$ cat src/rtl/secondary_road_sensor_conditioner_if.sv
// Signal bundle between the secondary-road sensor conditioner and its
// environment: raw sensor and green-lamp status in, request/fault/wait-time out.
interface secondary_road_sensor_conditioner_if #(
  parameter int CNT_BITS = 16
);
  logic                sensorRaw;
  logic                secondaryGreenActive;
  logic                vehicleWaiting;
  logic                sensorFault;
  logic [CNT_BITS-1:0] waitCycles;

  // Environment side: drives the sensor and lamp status, observes the request.
  modport master (
    output sensorRaw,
    output secondaryGreenActive,
    input  vehicleWaiting,
    input  sensorFault,
    input  waitCycles
  );

  // Conditioner side.
  modport slave (
    input  sensorRaw,
    input  secondaryGreenActive,
    output vehicleWaiting,
    output sensorFault,
    output waitCycles
  );
endinterface

$ cat src/rtl/secondary_road_sensor_conditioner.sv
// Secondary-road sensor conditioner: two-flop synchroniser, debounce, and a
// request FSM (IDLE/PENDING/SERVING) producing the registered vehicleWaiting
// request and a saturating wait-time counter.
// Optional macro SENSOR_STUCK_DETECT_EN adds a stuck-sensor detector and a
// fail-safe FAULT state (sensorFault=1, vehicleWaiting=1). Without it,
// sensorFault is tied to 0.
module secondary_road_sensor_conditioner #(
  parameter int DEBOUNCE_CYCLES = 16,
  parameter int STUCK_CYCLES    = 1000,
  parameter int CNT_BITS        = 16
) (
  input logic clk,
  input logic reset_n,
  secondary_road_sensor_conditioner_if.slave bus
);

  localparam logic [CNT_BITS-1:0] DEB_LAST  = CNT_BITS'(DEBOUNCE_CYCLES - 1);
  localparam logic [CNT_BITS-1:0] CNT_ONES  = {CNT_BITS{1'b1}};

  // Reject parameter sets that make the debounce or stuck detector meaningless.
  if (DEBOUNCE_CYCLES < 1 || STUCK_CYCLES <= DEBOUNCE_CYCLES) begin : g_bad_params
    $error("secondary_road_sensor_conditioner: invalid DEBOUNCE_CYCLES/STUCK_CYCLES");
  end

  typedef enum logic [1:0] {
    IDLE    = 2'd0,
    PENDING = 2'd1,
    SERVING = 2'd2
`ifdef SENSOR_STUCK_DETECT_EN
    , FAULT = 2'd3
`endif
  } state_e;

  function automatic logic [CNT_BITS-1:0] sat_inc(input logic [CNT_BITS-1:0] v);
    return (v == CNT_ONES) ? v : v + {{(CNT_BITS-1){1'b0}}, 1'b1};
  endfunction

  logic                sync1_q, sync1_d;
  logic                sensor_sync_q, sensor_sync_d;
  logic                sensor_clean_q, sensor_clean_d;
  logic [CNT_BITS-1:0] deb_cnt_q, deb_cnt_d;
  logic [CNT_BITS-1:0] wait_cycles_q, wait_cycles_d;
  logic                vehicle_waiting_q, vehicle_waiting_d;
  state_e              state_q, state_d;

`ifdef SENSOR_STUCK_DETECT_EN
  localparam logic [CNT_BITS-1:0] STUCK_LAST = CNT_BITS'(STUCK_CYCLES - 1);
  logic [CNT_BITS-1:0] stuck_cnt_q, stuck_cnt_d;
  logic                sensor_fault_q, sensor_fault_d;
  logic                stuck_hit_s;

  // Stuck counter: counts debounced-high cycles, saturating, cleared when low.
  always_comb begin
    stuck_cnt_d = {CNT_BITS{1'b0}};
    if (sensor_clean_q) begin
      stuck_cnt_d = sat_inc(stuck_cnt_q);
    end else begin
      stuck_cnt_d = {CNT_BITS{1'b0}};
    end
  end

  assign stuck_hit_s = sensor_clean_q && (stuck_cnt_q == STUCK_LAST);
`endif

  // Synchroniser and debounce: accept a level only after DEBOUNCE_CYCLES stable samples.
  always_comb begin
    sync1_d        = bus.sensorRaw;
    sensor_sync_d  = sync1_q;
    sensor_clean_d = sensor_clean_q;
    deb_cnt_d      = {CNT_BITS{1'b0}};
    if (sensor_sync_q == sensor_clean_q) begin
      deb_cnt_d = {CNT_BITS{1'b0}};
    end else if (deb_cnt_q == DEB_LAST) begin
      sensor_clean_d = sensor_sync_q;
      deb_cnt_d      = {CNT_BITS{1'b0}};
    end else begin
      deb_cnt_d = deb_cnt_q + {{(CNT_BITS-1){1'b0}}, 1'b1};
    end
  end

  // Request FSM next state, wait counter, and next values of the registered outputs.
  always_comb begin
    state_d       = state_q;
    wait_cycles_d = wait_cycles_q;
    case (state_q)
      IDLE: begin
        if (sensor_clean_q && !bus.secondaryGreenActive) begin
          state_d       = PENDING;
          wait_cycles_d = {CNT_BITS{1'b0}};
        end else begin
          state_d = IDLE;
        end
      end
      PENDING: begin
        wait_cycles_d = sat_inc(wait_cycles_q);
        // Service wins over the vehicle leaving in the same cycle.
        if (bus.secondaryGreenActive) begin
          state_d = SERVING;
        end else if (!sensor_clean_q) begin
          state_d = IDLE;
        end else begin
          state_d = PENDING;
        end
      end
      SERVING: begin
        if (!bus.secondaryGreenActive) begin
          if (sensor_clean_q) begin
            state_d       = PENDING;
            wait_cycles_d = {CNT_BITS{1'b0}};
          end else begin
            state_d = IDLE;
          end
        end else begin
          state_d = SERVING;
        end
      end
`ifdef SENSOR_STUCK_DETECT_EN
      FAULT: begin
        if (!sensor_clean_q) begin
          state_d = IDLE;
        end else begin
          state_d = FAULT;
        end
      end
`endif
      default: begin
        state_d = IDLE;
      end
    endcase
`ifdef SENSOR_STUCK_DETECT_EN
    // A stuck sensor overrides every other transition; wait time freezes.
    if (stuck_hit_s) begin
      state_d       = FAULT;
      wait_cycles_d = wait_cycles_q;
    end else begin
      state_d = state_d;
    end
    sensor_fault_d    = (state_d == FAULT);
    vehicle_waiting_d = (state_d == PENDING) || (state_d == FAULT);
`else
    vehicle_waiting_d = (state_d == PENDING);
`endif
  end

  // State and datapath registers, all cleared by the asynchronous reset.
  always_ff @(posedge clk or negedge reset_n) begin
    if (!reset_n) begin
      sync1_q           <= 1'b0;
      sensor_sync_q     <= 1'b0;
      sensor_clean_q    <= 1'b0;
      deb_cnt_q         <= {CNT_BITS{1'b0}};
      wait_cycles_q     <= {CNT_BITS{1'b0}};
      vehicle_waiting_q <= 1'b0;
      state_q           <= IDLE;
`ifdef SENSOR_STUCK_DETECT_EN
      stuck_cnt_q       <= {CNT_BITS{1'b0}};
      sensor_fault_q    <= 1'b0;
`endif
    end else begin
      sync1_q           <= sync1_d;
      sensor_sync_q     <= sensor_sync_d;
      sensor_clean_q    <= sensor_clean_d;
      deb_cnt_q         <= deb_cnt_d;
      wait_cycles_q     <= wait_cycles_d;
      vehicle_waiting_q <= vehicle_waiting_d;
      state_q           <= state_d;
`ifdef SENSOR_STUCK_DETECT_EN
      stuck_cnt_q       <= stuck_cnt_d;
      sensor_fault_q    <= sensor_fault_d;
`endif
    end
  end

  assign bus.vehicleWaiting = vehicle_waiting_q;
  assign bus.waitCycles     = wait_cycles_q;
`ifdef SENSOR_STUCK_DETECT_EN
  assign bus.sensorFault    = sensor_fault_q;
`else
  assign bus.sensorFault    = 1'b0;
`endif

endmodule
$ cat src/flat_wrapper.sv
// flat-port wrapper written by rule: the top's interface ports become plain ports
module secondary_road_sensor_conditioner_flat 
#(
  parameter int DEBOUNCE_CYCLES = 16,
  parameter int STUCK_CYCLES    = 1000,
  parameter int CNT_BITS        = 16
)
  (clk, reset_n, bus_sensorRaw, bus_secondaryGreenActive, bus_vehicleWaiting, bus_sensorFault, bus_waitCycles);
  secondary_road_sensor_conditioner_if #(.CNT_BITS(CNT_BITS)) bus_i ();
  input logic clk;
  input logic reset_n;
  input wire logic [$bits(bus_i.sensorRaw)-1:0] bus_sensorRaw;
  input wire logic [$bits(bus_i.secondaryGreenActive)-1:0] bus_secondaryGreenActive;
  output wire logic [$bits(bus_i.vehicleWaiting)-1:0] bus_vehicleWaiting;
  output wire logic [$bits(bus_i.sensorFault)-1:0] bus_sensorFault;
  output wire logic [$bits(bus_i.waitCycles)-1:0] bus_waitCycles;
  assign bus_i.sensorRaw = bus_sensorRaw;
  assign bus_i.secondaryGreenActive = bus_secondaryGreenActive;
  assign bus_vehicleWaiting = bus_i.vehicleWaiting;
  assign bus_sensorFault = bus_i.sensorFault;
  assign bus_waitCycles = bus_i.waitCycles;
  secondary_road_sensor_conditioner #(.DEBOUNCE_CYCLES(DEBOUNCE_CYCLES), .STUCK_CYCLES(STUCK_CYCLES), .CNT_BITS(CNT_BITS)) u_core (.clk(clk), .reset_n(reset_n), .bus(bus_i));
endmodule
$ cat config.mk
export PLATFORM = sky130hd
export DESIGN_NAME = secondary_road_sensor_conditioner_flat
export DESIGN_NICKNAME = d
export VERILOG_FILES = /design/src/rtl/secondary_road_sensor_conditioner_if.sv /design/src/rtl/secondary_road_sensor_conditioner.sv /design/src/flat_wrapper.sv
export SDC_FILE = /design/constraint.sdc
export NUM_CORES = 1
export LEC_CHECK = 0
export CORE_UTILIZATION = 50
export CTS_BUF_LIST = sky130_fd_sc_hd__clkbuf_4 sky130_fd_sc_hd__clkbuf_8
export DETAILED_ROUTE_END_ITERATION = 8
export GPL_TIMING_DRIVEN = 1
export PLACE_DENSITY = 0.78
export RECOVER_POWER = 50
export SLEW_MARGIN = 15
export SYNTH_ARGS = -nofsm -noshare
export SYNTH_HDL_FRONTEND = slang
export SYNTH_SLANG_ARGS = --single-unit
$ cat constraint.sdc
create_clock -name clk -period 2.4 [get_ports clk]
set_clock_uncertainty 0.1 [all_clocks]
set_input_delay 0.72 -clock clk [delete_from_list [all_inputs] [get_ports clk]]
set_output_delay 0.72 -clock clk [all_outputs]
set_load 0.1 [all_outputs]
# Word-level counts from Yosys, hierarchy flattened
# Cells that the tools add are included.
dict set report totals {
  register_bits 38
  output_inout_bits 18
  wordCells 38
}
dict set report classes {
  add_sub_neg 2
  n_eq_ne 10
  muxes 11
  bitwise_logic 1
  n_reduce_logical 7
}
# operator n
set op_table {}
lappend op_table {{$mux 16} 6}
lappend op_table {{$pmux 16 s3} 1}
lappend op_table {{$add 16x1->16 const B} 2}
lappend op_table {{$eq 16x16->1 const B} 1}
lappend op_table {{$eq 16x4->1 const B} 1}
lappend op_table {{$reduce_and 5->1} 1}
lappend op_table {{$eq 2x1->1 const B} 2}
lappend op_table {{$ne 2x1->1 const B} 2}
lappend op_table {{$ne 2x2->1 const B} 2}
lappend op_table {{$pmux 2 s2} 1}
lappend op_table {{$reduce_bool 3->1} 1}
lappend op_table {{$eq 2x2->1 const B} 1}
lappend op_table {{$logic_not 2->1} 1}
lappend op_table {{$mux 1} 2}
lappend op_table {{$mux 2} 1}
lappend op_table {{$reduce_and 2->1} 1}
lappend op_table {{$reduce_or 2->1} 1}
lappend op_table {{$eq 1x1->1} 1}
lappend op_table {{$logic_and 1x1->1} 1}
lappend op_table {{$logic_not 1->1} 1}
lappend op_table {{$not 1->1} 1}

# Longest topological paths before layout
dict set report depth {
  word_depth 5
  mapped_depth 7
  depth_no_buf 6
}

# Worst setup path before layout
# Ideal clock, no wire load.
dict set report synth_path {
  kind {register -> register}
  start {register u_core.wait_cycles_q[1], in the netlist u_core.bus.waitCycles[1]}
  end {register u_core.wait_cycles_q[13], in the netlist u_core.bus.waitCycles[13]}
  setup_ns 0.143
  t_arrival_ns 2.327
  slack_ns -0.170
  stages_incl_launch_ff 7
  n_path_buf 1
  synth_period_minus_slack_ns 2.570
  cell_sequence {dfrtp_1 ha_1 nand4_1 nor4_1 nand2b_1 buf_2 o221ai_1}
}
dict set report synth_via {
  elab_chain_cells 3
}
# element line_no
set synth_rtl {}
lappend synth_rtl {{start: declaration} secondary_road_sensor_conditioner.sv:42} ;# logic [CNT_BITS-1:0] wait_cycles_q, wait_cycles_d;
lappend synth_rtl {{start signal: assignment} secondary_road_sensor_conditioner.sv:152} ;# wait_cycles_q <= {CNT_BITS{1'b0}};
lappend synth_rtl {{start signal: assignment} secondary_road_sensor_conditioner.sv:164} ;# wait_cycles_q <= wait_cycles_d;
lappend synth_rtl {{$add 16x1->16 or $eq 16x16->1 (tied branches)} secondary_road_sensor_conditioner.sv:35} ;# return (v == CNT_ONES) ? v : v + {{(CNT_BITS-1){1'b0}}, 1'b1};
lappend synth_rtl {{$mux 16 or $ne 2x2->1 (tied branches)} --}
lappend synth_rtl {{$pmux 16 s3 or $reduce_and 5->1 (tied branches)} --}
# Several ways; a longest one is shown, not always the timed one. The select of a mux whose other input is x is not followed.
# A chain may end at the register's enable or synchronous reset.

# Worst setup path after layout
dict set report layout_path {
  start {register u_core.wait_cycles_q[0], in the netlist u_core.bus.waitCycles[0]}
  end {register u_core.wait_cycles_q[7], in the netlist u_core.bus.waitCycles[7]}
}
# The elaborated chain is that of the path after synthesis.

==> impl_metrics.json <==
{
  "ys_seq_area_share_pct": 46.2,
  "grt_pass1_vias": 1543,
  "rows": 22,
  "layout_common_cells": "dfrtp_1, nand2_1, o21ai_0",
  "power.share.clock_pct": 45.7,
  "gr-total-overflow": 0,
  "hold_viol_final": 0,
  "place_congestion": 0.789,
  "max_clock_freq_ghz": 0.475,
  "hp-class": "reg2reg",
  "syn_nets": 225,
  "hpwlAfterDp_mm": 3.08,
  "synthDistinctLibCells": 44,
  "die_h_microns": 66.1,
  "totalWireLength_mm": 4.46,
  "cap_violations": 0,
  "switchingPower_w": 0.000355,
  "tns_ps": 0,
  "synth_top_area_share_pct": 46.2,
  "syn_area_sq_um": 2060,
  "min_period_ps": 2110,
  "start_util_pct": 54.2,
  "path_max_fanout": 10,
  "post-route-util_pct": 67.6,
  "relSlewSlack_pct": 22.4,
  "dieArea_sq_um": 4370,
  "rr_startpoint": "u_core.bus.waitCycles[0]$_DFFE_PN0P_",
  "rr_worst_depth": 6,
  "dp_cells": 283,
  "grt.total_usage_pct": 23.7,
  "p_sw_share_pct": 23.8,
  "period_share_pct": 87.8,
  "crit_chain": "ha_1 -> nand4_1 -> nor4_1 -> nand2b_1 -> buf_4 -> o221ai_1",
  "reg2reg_slack_ps": 290,
  "coreArea_sq_um": 3800,
  "ant_nets": 0,
  "worstPathRequired_ps": 2470,
  "endpoint": "u_core.bus.waitCycles[7]$_DFFE_PN0P_",
  "insertion_delay_ps": 300,
  "drtIter0Drc": 153,
  "async_reset_ff_share_pct": 100,
  "synth-seq-cells": 38,
  "worst_pin_slew_ps": 1160,
  "clock_sinks": 38,
  "crit_path_max_incr_delay_ps": 410,
  "leakage_nw": 1.04,
  "cts_buffers": 5,
  "nets": 252,
  "drv_slew": 0,
  "grt_pass1_wl_mm": 7.66,
  "diodes": 0,
  "vias": 1773,
  "synthTopCellsByArea": "dfrtp_1, o21ai_0, ha_1",
  "synthCells": 215,
  "clockBufferDepth": 2,
  "drive_above_1_share_pct": 21.4,
  "drc_errors": 0,
  "cts-root-buf": "clkbuf_8",
  "setup_viol": 0,
  "antenna_found_initial": 0,
  "p_int_w": 0.00114,
  "p_seq_share_pct": 45.0,
  "critPathKind": "reg2reg",
  "cts_tree": "yes",
  "cp.arrival_ps": 2180,
  "final_common_cell": "dfrtp_1",
  "ctsHtreeMaxLevel": 2,
  "yosysTopAreaCell": "dfrtp_1",
  "fillCellCount": 294,
  "synthToLayoutAreaGrowth_pct": 24.9,
  "critical_path.slowest_cell": "dfrtp_2",
  "drt-vias-per-instance": 6.09,
  "ir_worst_vdd_v": 0.000630,
  "port_buffers": 20,
  "final_cells": 291,
  "yosys_most_used_dff": "dfrtp_1",
  "crit_path_start_kind": "flip-flop",
  "p_per_area_nw_per_um2": 581,
  "critPathCaptureType": "flip-flop",
  "p_total_w": 0.00149,
  "yosys_warnings": 0,
  "post_cts_buffers": 0,
  "grt_max_degree": 26,
  "die_w_microns": 66.1,
  "dr.pass1.iters": 5,
  "synth_area_per_cell_sq_um": 9.57,
  "combPwrFrac_pct": 9.3,
  "io-pin-count": 22,
  "rsz0062_at_grt": "no",
  "route.detailed.wl_per_inst_microns": 15.3,
  "worstSetupStartpoint": "u_core.bus.waitCycles[0]$_DFFE_PN0P_",
  "rr_endpoint": "u_core.bus.waitCycles[7]$_DFFE_PN0P_",
  "ctsResizeCount": 0,
  "outcome": "finished, final reports clean",
  "synth_enable_flop_cells": 0,
  "postCtsHoldBufs": 0,
  "clk_pin_slew_ps": 80
}
==> metal layers <==
metal	track usage, %	routed length, microns	vias up
met5	0	0	-
met4	11.2	102	0
met3	4.66	274	12
met2	33.9	2020	67
met1	34.2	2060	843
li1	-	-	851
==> flip-flops by register name, indices dropped and copies added (netlist names) <==
| name | cells |
|---|---|
| u_core.bus.waitCycles | 16 |
| u_core.deb_cnt_q | 16 |
| u_core.state_q | 2 |
| u_core.bus.vehicleWaiting | 1 |
| u_core.sensor_clean_q | 1 |
| u_core.sensor_sync_d | 1 |
| u_core.sensor_sync_q | 1 |
==> cell usage after synthesis, types with 2 or more instances <==
library cell and count:
a211oi_1 2, a21oi_1 7, a22o_1 3, and2_1 2, and3_1 3, clkbuf_1 7, dfrtp_1 38, ha_1 6
inv_1 4, mux2_2 3, nand2_1 16, nand2b_1 7, nand3_1 10, nand3b_1 6, nand4_1 10, nor2_1 15
nor3_1 8, nor4_1 8, o21ai_0 16, o221ai_1 4, o311ai_0 2, o31ai_1 2, or2_2 2, or3_1 3
or4_1 2, xnor2_1 7, xor2_1 5
==> final cells by class <==
cell class                 count  area, sq um  area share (%)
clock inverter                 2         60.1            2.34
clock buffer                   6         82.6            3.21
tap                           48         60.1            2.34
multi-input combinational    163         1050            40.8
timing repair buffer          30          342            13.3
sequential                    38          962            37.5
inverter                       4         15.0           0.585
==> stage by stage <==
stage	hold slack (ps)	area [sq um]	setup slack (ps)
final	256	2570	293
after global routing	271	2570	63.1
after CTS	261	2580	296
after detailed placement	244	2440	6.94
after global placement	238	2440	49.8
after floorplan	231	2070	21.1
==> worst max-delay path: cells and delay by family (launching register included) <==
| family | cells | cell delay, ps |
|---|---|---|
| AND/OR/NAND/NOR | 3 | 930 |
| flip-flops | 1 | 410 |
| adder cells (fa/ha/maj) | 1 | 230 |
| buffers and inverters | 1 | 200 |
| AO/OA/AOI/OAI | 1 | 90 |
==> logic make-up (layout without fill, tap and decap cells) <==
kind of cell | count (synthesis) | in the layout | synth area share [%]
adder cells (fa/ha/maj) | 6 | 6 | 3.65
flip-flops | 38 | 38 | 46.2
buffers and inverters | 14 | 42 | 2.86
AO/OA/AOI/OAI | 43 | 43 | 13.9
AND/OR/NAND/NOR | 98 | 98 | 26.5
multiplexers | 3 | 3 | 1.64
other | 1 | 1 | 0.182
XOR/XNOR | 12 | 12 | 5.11
==> power groups by stage <==
stage / Clock (W) / Sequential (W) / Combinational [W]
finish: 0.000682 / 0.000671 / 0.000139
global route: 0.000715 / 0.000674 / 0.000149
CTS: 0.000691 / 0.000671 / 0.000143
detailed placement: 0 / 0.000683 / 0.000142
global placement: 0 / 0.000682 / 0.000140
floorplan: 0 / 0.000726 / 0.0000395
==> worst min-delay path by stage <==
stage | start | depth (start not counted) | endpoint | slack, ps
6_report | u_core.sensor_sync_d$_DFF_PN0_ | 0 | u_core.sensor_sync_q$_DFF_PN0_ | 260
5_1_grt | u_core.sensor_sync_d$_DFF_PN0_ | 0 | u_core.sensor_sync_q$_DFF_PN0_ | 270
3_3_place_gp | u_core.sensor_sync_d$_DFF_PN0_ | 0 | u_core.sensor_sync_q$_DFF_PN0_ | 240
4_1_cts | u_core.sensor_sync_d$_DFF_PN0_ | 0 | u_core.sensor_sync_q$_DFF_PN0_ | 260
2_1_floorplan | u_core.sensor_sync_d$_DFF_PN0_ | 0 | u_core.sensor_sync_q$_DFF_PN0_ | 230
3_5_place_dp | u_core.sensor_sync_d$_DFF_PN0_ | 0 | u_core.sensor_sync_q$_DFF_PN0_ | 240
No activity file was read; power rests on OpenSTA's default activity.
